`src/rtl/fetch_unit_if.sv`:
```
// Fetch-stage bus: instruction-memory read port, decode-side queue head, and the execute-stage redirect.
// Handshakes: a memory read completes in the cycle mem_req && mem_ack; decode consumes the head in the cycle instr_valid && instr_ready.
interface fetch_unit_if;
  logic        mem_req;
  logic [31:0] mem_addr;
  logic        mem_ack;
  logic [31:0] mem_rdata;
  logic        redirect;
  logic [31:0] redirect_pc;
  logic        instr_valid;
  logic [31:0] instrucao;
  logic [31:0] pc_out;
  logic        instr_ready;

  modport master (
    output mem_req, mem_addr, instr_valid, instrucao, pc_out,
    input  mem_ack, mem_rdata, redirect, redirect_pc, instr_ready
  );

  modport slave (
    input  mem_req, mem_addr, instr_valid, instrucao, pc_out,
    output mem_ack, mem_rdata, redirect, redirect_pc, instr_ready
  );
endinterface

```
`src/rtl/fetch_unit.sv`:
```
// Instruction fetch: owns the PC, reads words over req/ack, and queues up to two {pc, instr} entries for decode.
// Redirects flush the queue; a request already on the bus is drained and its data dropped.
module fetch_unit #(
  parameter logic [31:0] RESET_PC = 32'h0000_0000
) (
  input  logic        clk,
  input  logic        reset,
  fetch_unit_if.master bus,
  output logic [1:0]  dbg_state_o,
  output logic [1:0]  dbg_count_o
);

  typedef enum logic [1:0] {
    S_IDLE  = 2'd0,
    S_FETCH = 2'd1,
    S_DRAIN = 2'd2
  } state_e;

  state_e      state_q;
  logic [31:0] pc_q, pc_d;
  logic [31:0] req_addr_q, req_addr_d;
  logic [1:0]  count_q, count_d;
  logic [31:0] e0_pc_q, e0_pc_d, e0_ins_q, e0_ins_d;
  logic [31:0] e1_pc_q, e1_pc_d, e1_ins_q, e1_ins_d;

  logic        pop;
  logic        push;
  logic        ack_fire;
  logic [31:0] redir_pc;

  assign bus.instr_valid = (count_q != 2'd0);
  assign bus.instrucao   = e0_ins_q;
  assign bus.pc_out      = e0_pc_q;
  assign pop             = bus.instr_valid && bus.instr_ready;
  assign redir_pc        = bus.redirect_pc & ~32'h0000_0003;

  // Request may only start while a slot is free (or being freed); once up it
  // stays up because the queue cannot fill without the ack that ends it.
  always_comb begin
    bus.mem_req = 1'b0;
    case (state_q)
      S_FETCH: bus.mem_req = (count_q < 2'd2) || pop;
      S_DRAIN: bus.mem_req = 1'b1;
      default: bus.mem_req = 1'b0;
    endcase
  end

  assign bus.mem_addr = (state_q == S_DRAIN) ? req_addr_q : pc_q;
  assign ack_fire     = bus.mem_req && bus.mem_ack;
  assign push         = (state_q == S_FETCH) && ack_fire && !bus.redirect;

  always_comb begin
    pc_d       = pc_q;
    req_addr_d = req_addr_q;
    count_d    = count_q;
    e0_pc_d    = e0_pc_q;
    e0_ins_d   = e0_ins_q;
    e1_pc_d    = e1_pc_q;
    e1_ins_d   = e1_ins_q;
    if (state_q == S_FETCH) req_addr_d = pc_q;
    if (bus.redirect) begin
      pc_d    = redir_pc;
      count_d = 2'd0;
    end else begin
      if (push) pc_d = pc_q + 32'd4;
      case ({push, pop})
        2'b01: begin
          e0_pc_d  = e1_pc_q;
          e0_ins_d = e1_ins_q;
          count_d  = count_q - 2'd1;
        end
        2'b10: begin
          if (count_q == 2'd0) begin
            e0_pc_d  = pc_q;
            e0_ins_d = bus.mem_rdata;
          end else begin
            e1_pc_d  = pc_q;
            e1_ins_d = bus.mem_rdata;
          end
          count_d = count_q + 2'd1;
        end
        2'b11: begin
          if (count_q == 2'd1) begin
            e0_pc_d  = pc_q;
            e0_ins_d = bus.mem_rdata;
          end else begin
            e0_pc_d  = e1_pc_q;
            e0_ins_d = e1_ins_q;
            e1_pc_d  = pc_q;
            e1_ins_d = bus.mem_rdata;
          end
        end
        default: ;
      endcase
    end
  end

  always_ff @(posedge clk or posedge reset) begin
    if (reset) begin
      state_q    <= S_IDLE;
      pc_q       <= RESET_PC;
      req_addr_q <= RESET_PC;
      count_q    <= 2'd0;
      e0_pc_q    <= 32'd0;
      e0_ins_q   <= 32'd0;
      e1_pc_q    <= 32'd0;
      e1_ins_q   <= 32'd0;
    end else begin
      pc_q       <= pc_d;
      req_addr_q <= req_addr_d;
      count_q    <= count_d;
      e0_pc_q    <= e0_pc_d;
      e0_ins_q   <= e0_ins_d;
      e1_pc_q    <= e1_pc_d;
      e1_ins_q   <= e1_ins_d;
      case (state_q)
        S_IDLE:  state_q <= S_FETCH;
        S_FETCH: if (bus.redirect && bus.mem_req && !bus.mem_ack) state_q <= S_DRAIN;
        S_DRAIN: if (bus.mem_ack) state_q <= S_FETCH;
        default: state_q <= S_IDLE;
      endcase
    end
  end

  assign dbg_state_o = state_q;
  assign dbg_count_o = count_q;

endmodule
```
`src/flat_wrapper.sv`:
```
// flat-port wrapper written by rule: the top's interface ports become plain ports
module fetch_unit_flat 
#(
  parameter logic [31:0] RESET_PC = 32'h0000_0000
)
  (clk, reset, dbg_state_o, dbg_count_o, bus_mem_req, bus_mem_addr, bus_instr_valid, bus_instrucao, bus_pc_out, bus_mem_ack, bus_mem_rdata, bus_redirect, bus_redirect_pc, bus_instr_ready);
  fetch_unit_if bus_i ();
  input  logic clk;
  input  logic reset;
  output logic [1:0] dbg_state_o;
  output logic [1:0] dbg_count_o;
  output wire logic [$bits(bus_i.mem_req)-1:0] bus_mem_req;
  output wire logic [$bits(bus_i.mem_addr)-1:0] bus_mem_addr;
  output wire logic [$bits(bus_i.instr_valid)-1:0] bus_instr_valid;
  output wire logic [$bits(bus_i.instrucao)-1:0] bus_instrucao;
  output wire logic [$bits(bus_i.pc_out)-1:0] bus_pc_out;
  input wire logic [$bits(bus_i.mem_ack)-1:0] bus_mem_ack;
  input wire logic [$bits(bus_i.mem_rdata)-1:0] bus_mem_rdata;
  input wire logic [$bits(bus_i.redirect)-1:0] bus_redirect;
  input wire logic [$bits(bus_i.redirect_pc)-1:0] bus_redirect_pc;
  input wire logic [$bits(bus_i.instr_ready)-1:0] bus_instr_ready;
  assign bus_mem_req = bus_i.mem_req;
  assign bus_mem_addr = bus_i.mem_addr;
  assign bus_instr_valid = bus_i.instr_valid;
  assign bus_instrucao = bus_i.instrucao;
  assign bus_pc_out = bus_i.pc_out;
  assign bus_i.mem_ack = bus_mem_ack;
  assign bus_i.mem_rdata = bus_mem_rdata;
  assign bus_i.redirect = bus_redirect;
  assign bus_i.redirect_pc = bus_redirect_pc;
  assign bus_i.instr_ready = bus_instr_ready;
  fetch_unit #(.RESET_PC(RESET_PC)) u_core (.clk(clk), .reset(reset), .bus(bus_i), .dbg_state_o(dbg_state_o), .dbg_count_o(dbg_count_o));
endmodule
```
`config.mk`:
```
export PLATFORM = sky130hd
export DESIGN_NAME = fetch_unit_flat
export DESIGN_NICKNAME = d
export VERILOG_FILES = /design/src/rtl/fetch_unit_if.sv /design/src/rtl/fetch_unit.sv /design/src/flat_wrapper.sv
export SDC_FILE = /design/constraint.sdc
export NUM_CORES = 1
export LEC_CHECK = 0
export ABC_AREA = 1
export BUFFER_PORTS_ARGS = -buffer_cell sky130_fd_sc_hd__buf_2
export CORE_ASPECT_RATIO = 0.6
export CORE_MARGIN = 1
export CORE_UTILIZATION = 45
export DETAILED_ROUTE_END_ITERATION = 6
export GPL_TIMING_DRIVEN = 0
export PLACE_DENSITY = 0.68
export SLEW_MARGIN = 20
export SYNTH_ARGS = -nofsm -noshare
export SYNTH_HDL_FRONTEND = slang
export SYNTH_SLANG_ARGS = --single-unit
```
`constraint.sdc`:
```
create_clock -name clk -period 6.42 [get_ports clk]
set_clock_uncertainty 0.15 [all_clocks]
set_input_delay 0.963 -clock clk [delete_from_list [all_inputs] [get_ports clk]]
set_output_delay 0.963 -clock clk [all_outputs]
set_load 0.05 [all_outputs]
```
# After elaboration in Yosys (flattened, before gate mapping)
# Cells that the tools add are included.
# totals
regBits,196
output_inout_bits,102
word_cells,64
input_bits,69
# op_classes
magnitude_cmp,1
muxes,21
reduce_logical,19
n_addsub,3
n_eq_ne,11
bitwise,1
# op_table
operator,count
2-to-1 mux 32 bit,11
one-hot mux 32 bit (3 select lines),2
one-hot mux 32 bit (2 select lines),2
adder 32 x 3 -> 32 bit (second input constant),1
inequality test 2 bit (second input constant),4
== test 2 x 1 -> 1 bit (second input constant),3
== test 2 bit (second input constant),3
logical AND 1 bit,6
2-to-1 mux 2 bit,3
one-hot mux 2 bit (3 select lines),1
nonzero test 2 bit,3
nonzero test 3 bit,2
logical NOT 2 bit,2
one-hot mux 2 bit (2 select lines),1
AND reduction 4 bit,1
AND reduction 3 bit,1
adder 2 x 1 -> 2 bit (second input constant),1
logical NOT 1 bit,2
< comparator 2 bit (second input constant),1
inequality test 2 x 1 -> 1 bit (second input constant),1
one-hot mux 1 bit (2 select lines),1
AND reduction 2 bit,1
subtractor 2 x 1 -> 2 bit (second input constant),1
logical OR 1 bit,1
inverter 1 bit,1

# Logic depth before layout (Yosys ltp)
# depth
ltp_word,10
ltp_mapped,15
ltp_nobuf,13

# Worst setup path before layout
# Ideal clock, no wire load.
# synth_path
path_kind,reg-to-output
startpoint,reg u_core.count_q[0] (netlist: u_core.dbg_count_o[0])
endpoint,out bus_mem_req
arrival_time_ps,2613
path_buffers,0
path_slack_ps,2694
stages_incl_launch_ff,8
path_cell_list,dfrtp_1 -> inv_1 -> ha_1 -> inv_2 -> nand2_1 -> nand2_1 -> nand2_1 -> a21boi_0
# synth_between
elab_chain_cells,4
elab_cells_between_ends,5
cone_classes,order compare (1); mux (1); reduce/logical (3)
# synth_lines
element,line,text
from (decl),fetch_unit.sv:22,"logic [1:0] count_q, count_d;"
from (signal assigned),fetch_unit.sv:111,count_q <= count_d;
nonzero test 2 bit,fetch_unit.sv:31,assign bus.instr_valid = (count_q != 2'd0);
named net bus_instr_valid,flat_wrapper.sv:14,output wire logic [$bits(bus_i.instr_valid)-1:0] bus_instr_valid;
logical AND 1 bit,fetch_unit.sv:34,assign pop = bus.instr_valid && bus.instr_ready;
logical OR 1 bit,fetch_unit.sv:42,S_FETCH: bus.mem_req = (count_q < 2'd2) || pop;
one-hot mux 1 bit (2 select lines),fetch_unit.sv:41,case (state_q)
to (decl),flat_wrapper.sv:12,output wire logic [$bits(bus_i.mem_req)-1:0] bus_mem_req;
# The timed path passes the listed nets, and every way through them passes these cells.

# Worst setup path in the final report
# layout_path
startpoint,reg u_core.state_q[0] (netlist: u_core.dbg_state_o[0])
endpoint,out bus_mem_addr[26]
# layout_between
elab_chain_cells,2
# layout_lines
element,line,text
from (decl),fetch_unit.sv:19,state_e state_q;
from (signal assigned),fetch_unit.sv:100,state_q <= S_IDLE;
from (signal assigned),fetch_unit.sv:117,S_IDLE: state_q <= S_FETCH;
from (signal assigned),fetch_unit.sv:118,S_FETCH: if (bus.redirect && bus.mem_req && !bus.mem_ack) state_q <= S_DRAIN;
== test 2 bit,fetch_unit.sv:48,assign bus.mem_addr = (state_q == S_DRAIN) ? req_addr_q : pc_q;
2-to-1 mux 32 bit,fetch_unit.sv:48,
to (decl),flat_wrapper.sv:13,output wire logic [$bits(bus_i.mem_addr)-1:0] bus_mem_addr;
# No other way between the ends.

==> metrics.md <==
| Metric | Value |
|---|---|
| Top-level port count | `171` |
| Global-route wire length before repair | `58400 µm` |
| Yosys cell types | `32` |
| Synth area leader | `sky130_fd_sc_hd__dfrtp_1` |
| Std cell rows | `43` |
| TritonCTS clock tree | `built` |
| Post-CTS setup-driven buffer insertion count | `0` |
| Initial standard-cell utilization of the core | `46.1%` |
| Proportion of netlist area held by the largest area contributor | `44.1%` |
| Static leakage | `6.14 nW` |
| Total of hold buffers inserted after clock tree synthesis | `0` |
| EDFF count, synth | `0` |
| Die Ht | `122 µm` |
| Number of warnings printed during yosys synthesis | `0` |
| Dominant register cell in the synthesized netlist | `sky130_fd_sc_hd__dfrtp_1` |
| Dominant cell type by count on the critical path | `sky130_fd_sc_hd__buf_2` |
| Horizontal die dimension | `201 µm` |
| Die Outline Area | `0.0245 mm²` |
| CP max-delay cell | `sky130_fd_sc_hd__dfrtp_1` |
| Sum of negative setup slack | `0 ns` |
| Unrepaired setup endpoints after global routing | `no` |
| Detailed-placement wirelength estimate | `28000 µm` |
| Total iterations of the first detailed-routing run | `5` |
| Via count of the first global-routing pass | `10286` |
| Number of cells upsized or downsized after cts | `0` |
| Mapped Area | `0.0107 mm²` |
| Number of antenna cells inserted | `0` |
| Fin. max-slew vios | `0` |
| Highest cell delay on the worst timing path | `0.44 ns` |
| Instance area at placement | `0.0120 mm²` |
| Number of fillers in the final layout | `2309` |
| Most used standard cell by instance count after synthesis | `sky130_fd_sc_hd__nand2_1` |
| Number of input and output port buffers inserted | `165` |
| Maximum fanout count along the critical path | `10` |
| Number of register bits inferred by synthesis | `189` |
| Pin count of the biggest net entering global routing | `88` |
| Cell Pwr Density | `491 mW/mm²` |
| DR vias/cell | `5.52` |
| Run status | `completed` |
| Count of nets left with antenna violations after detail routing | `0` |
| Transition at the pin with the smallest max-transition slack | `0.713 ns` |
| Finished layout cell area | `0.0126 mm²` |
| Most area-consuming cells after synthesis | `sky130_fd_sc_hd__dfrtp_1 (44%), sky130_fd_sc_hd__nand2_1 (15%), sky130_fd_sc_hd__nor2_1 (10%)` |
| Clock transition at the registers of the reported paths | `0.07 ns` |
| Number of antenna violations at the first check in global routing | `0` |
| DRC Markers | `0` |
| Post-synthesis to final-layout area growth | `17.2%` |
| Gate count after technology mapping | `1539` |
| Final nets | `1803` |
| Crit path required time | `5.31 ns` |
| Max cap viols | `0` |
| Placeable core region | `0.0232 mm²` |
| Clock buffer count from CTS | `17` |
| Maximum clock rate | `294 MHz` |
| Final number of hold-violating endpoints | `0` |
| Hold WC Path Type | `input port to async pin` |
| Register Area | `0.00473 mm²` |
| Gr usage total | `31.3%` |
| Routed wire length | `37900 µm` |
| Worst Setup End Kind | `output port` |
| Wire length per cell | `18.5 µm` |
| Proportion of register bits with asynchronous set or reset after synthesis | `100%` |
| Clk_lat worst skew | `0.46 ns` |
| H-tree depth | `4` |
| Worst supply voltage drop on vdd | `0.300 mV` |
| Worst EP arrival | `2.28 ns` |
| Final Wtd Congestion | `0.988` |
| Nature of the critical path startpoint | `flop` |
| Sequential share of the synthesized area | `44.1%` |
| CTS Root Cell | `sky130_fd_sc_hd__clkbuf_16` |
| Headroom to the max-slew limit | `52.4%` |
| Critical Path, Cell by Cell | `inv_1 > ha_1 > buf_2 > clkbuf_1 > nand2_1 > o21ai_0 > buf_2` |
| Worst setup path category | `flop to output port` |
| Layout cell share with drive strength beyond 1 | `15.4%` |
| Most used standard cells in the synthesized netlist | `sky130_fd_sc_hd__nand2_1 (427), sky130_fd_sc_hd__nor2_1 (296), sky130_fd_sc_hd__dfrtp_1 (189), sky130_fd_sc_hd__nand3_1 (154), sky130_fd_sc_hd__o21ai_0 (126)` |
| Number of setup violations in the final report | `0` |
| Fraction of the core area covered by cells at the end of the flow | `54.1%` |
| Clock sink total | `189` |
| Remaining Overflow, GRT | `0` |
| Final critical-path required period | `3.40 ns` |
| Clk buf depth | `2` |
| Multi-input logic area | `0.00513 mm²` |
| Share of the cycle needed by the critical path after routing | `52.9%` |
| Average cell area after synthesis | `6.97 µm²` |
| Violation count after the first detailed-routing iteration | `1306` |
| Routed vias | `11340` |
[layout by cell type (no fill, tap or decap), types with 2 or more instances in the layout]
| master | netlist | layout |
|---|---|---|
| sky130_fd_sc_hd__clkinv_4 | 0 | 3 |
| sky130_fd_sc_hd__dfrtp_1 | 189 | 189 |
| sky130_fd_sc_hd__inv_6 | 0 | 2 |
| sky130_fd_sc_hd__inv_1 | 82 | 81 |
| sky130_fd_sc_hd__o21ai_0 | 126 | 126 |
| sky130_fd_sc_hd__buf_16 | 0 | 2 |
| sky130_fd_sc_hd__nor2_1 | 296 | 296 |
| sky130_fd_sc_hd__clkbuf_1 | 32 | 33 |
| sky130_fd_sc_hd__o211ai_1 | 10 | 10 |
| sky130_fd_sc_hd__nand2_2 | 3 | 3 |
| sky130_fd_sc_hd__o21ai_1 | 26 | 26 |
| sky130_fd_sc_hd__xor2_1 | 14 | 14 |
| sky130_fd_sc_hd__clkinv_2 | 1 | 5 |
| sky130_fd_sc_hd__nand4_1 | 8 | 8 |
| sky130_fd_sc_hd__buf_2 | 36 | 201 |
| sky130_fd_sc_hd__buf_1 | 12 | 12 |
| sky130_fd_sc_hd__clkinvlp_4 | 0 | 3 |
| sky130_fd_sc_hd__ha_1 | 8 | 8 |
| sky130_fd_sc_hd__buf_6 | 13 | 13 |
| sky130_fd_sc_hd__inv_2 | 2 | 2 |
| sky130_fd_sc_hd__nand3_1 | 154 | 154 |
| sky130_fd_sc_hd__a21oi_1 | 61 | 61 |
| sky130_fd_sc_hd__o22ai_1 | 3 | 3 |
| sky130_fd_sc_hd__nor3_1 | 16 | 16 |
| sky130_fd_sc_hd__buf_4 | 8 | 8 |
| sky130_fd_sc_hd__clkbuf_16 | 0 | 17 |
| sky130_fd_sc_hd__conb_1 | 1 | 2 |
| sky130_fd_sc_hd__nand2_1 | 427 | 427 |
| sky130_fd_sc_hd__o21bai_1 | 3 | 3 |
[through the flow]
| step | setup WS, ns | total power (W) | hold slack (ns) | instances |
|---|---|---|---|---|
| 6_report | 3.02 | 0.00617 | 0.324 | 2054 |
| 5_1_grt | 2.85 | 0.00652 | 0.342 | 2054 |
| 4_1_cts | 3.03 | 0.00614 | 0.331 | 2054 |
| 3_5_place_dp | 3.42 | 0.00509 | 0.339 | 2022 |
| 3_3_place_gp | -2.36 | 0.00502 | 0.326 | 2020 |
| 2_1_floorplan | 0.165 | 0.00424 | 0.309 | 1540 |
[critical path, delay by kind of cell, from the launching register on]
family | cells | cell delay (ns)
DFF | 1 | 0.44
and+or+nand+nor | 1 | 0.09
buffers and inverters | 4 | 1.03
adders and majority gates | 1 | 0.14
AOI/OAI and AO/OA | 1 | 0.13
[layer usage]
layer	GRT usage [%]	share of wire, %
met5	0	0
met1	48.6	48
met3	8.64	11
met4	7.72	1.4
met2	42.2	40
[cell type report]
type / instances / share of cell area [%]
buffer: 101 / 4.39
clock buffer: 19 / 3.52
clock inverter: 13 / 0.926
inverter: 85 / 2.61
multi-input combinational: 1165 / 40.8
sequential: 189 / 37.6
tap: 315 / 3.14
timing repair buffer: 167 / 7.01
[registers in the layout, summed over array words and instances (netlist names)]
name	cells
u_core.bus.instrucao	32
u_core.bus.pc_out	31
u_core.dbg_count_o	2
u_core.dbg_state_o	2
u_core.e1_ins_q	32
u_core.e1_pc_q	30
u_core.pc_q	30
u_core.req_addr_q	30
[cells by family after synthesis]
family	synth area share [%]
other	0.0350
AO/OA/AOI/OAI	11.2
adder cells (fa/ha/maj)	0.933
AND/OR/NAND/NOR	34.4
XOR/XNOR	1.14
flip-flops	44.1
buffers and inverters	8.13
[power by group]
part / switching (W) / internal, W
clock network: 0.000517 / 0.000546
registers: 0.000299 / 0.00165
logic: 0.00240 / 0.000757
total: 0.00322 / 0.00295
[worst paths after layout]
path	end	cells after the start	slack (ns)	from
min in group clk	u_core.e1_pc_q[31]	2	0.35	u_core.e1_pc_q[31]
worst min-delay path	u_core.bus.instrucao[22]	2	0.32	reset
worst max register to register	u_core.bus.instrucao[20]	9	3.74	u_core.dbg_count_o[0]
worst min register to register	u_core.e1_pc_q[31]	2	0.35	u_core.e1_pc_q[31]
worst max-delay path	bus_mem_addr[26]	7	3.02	u_core.dbg_state_o[0]
max in group asynchronous	u_core.dbg_state_o[1]	4	4.70	reset
No activity file was read; power rests on OpenSTA's default activity.
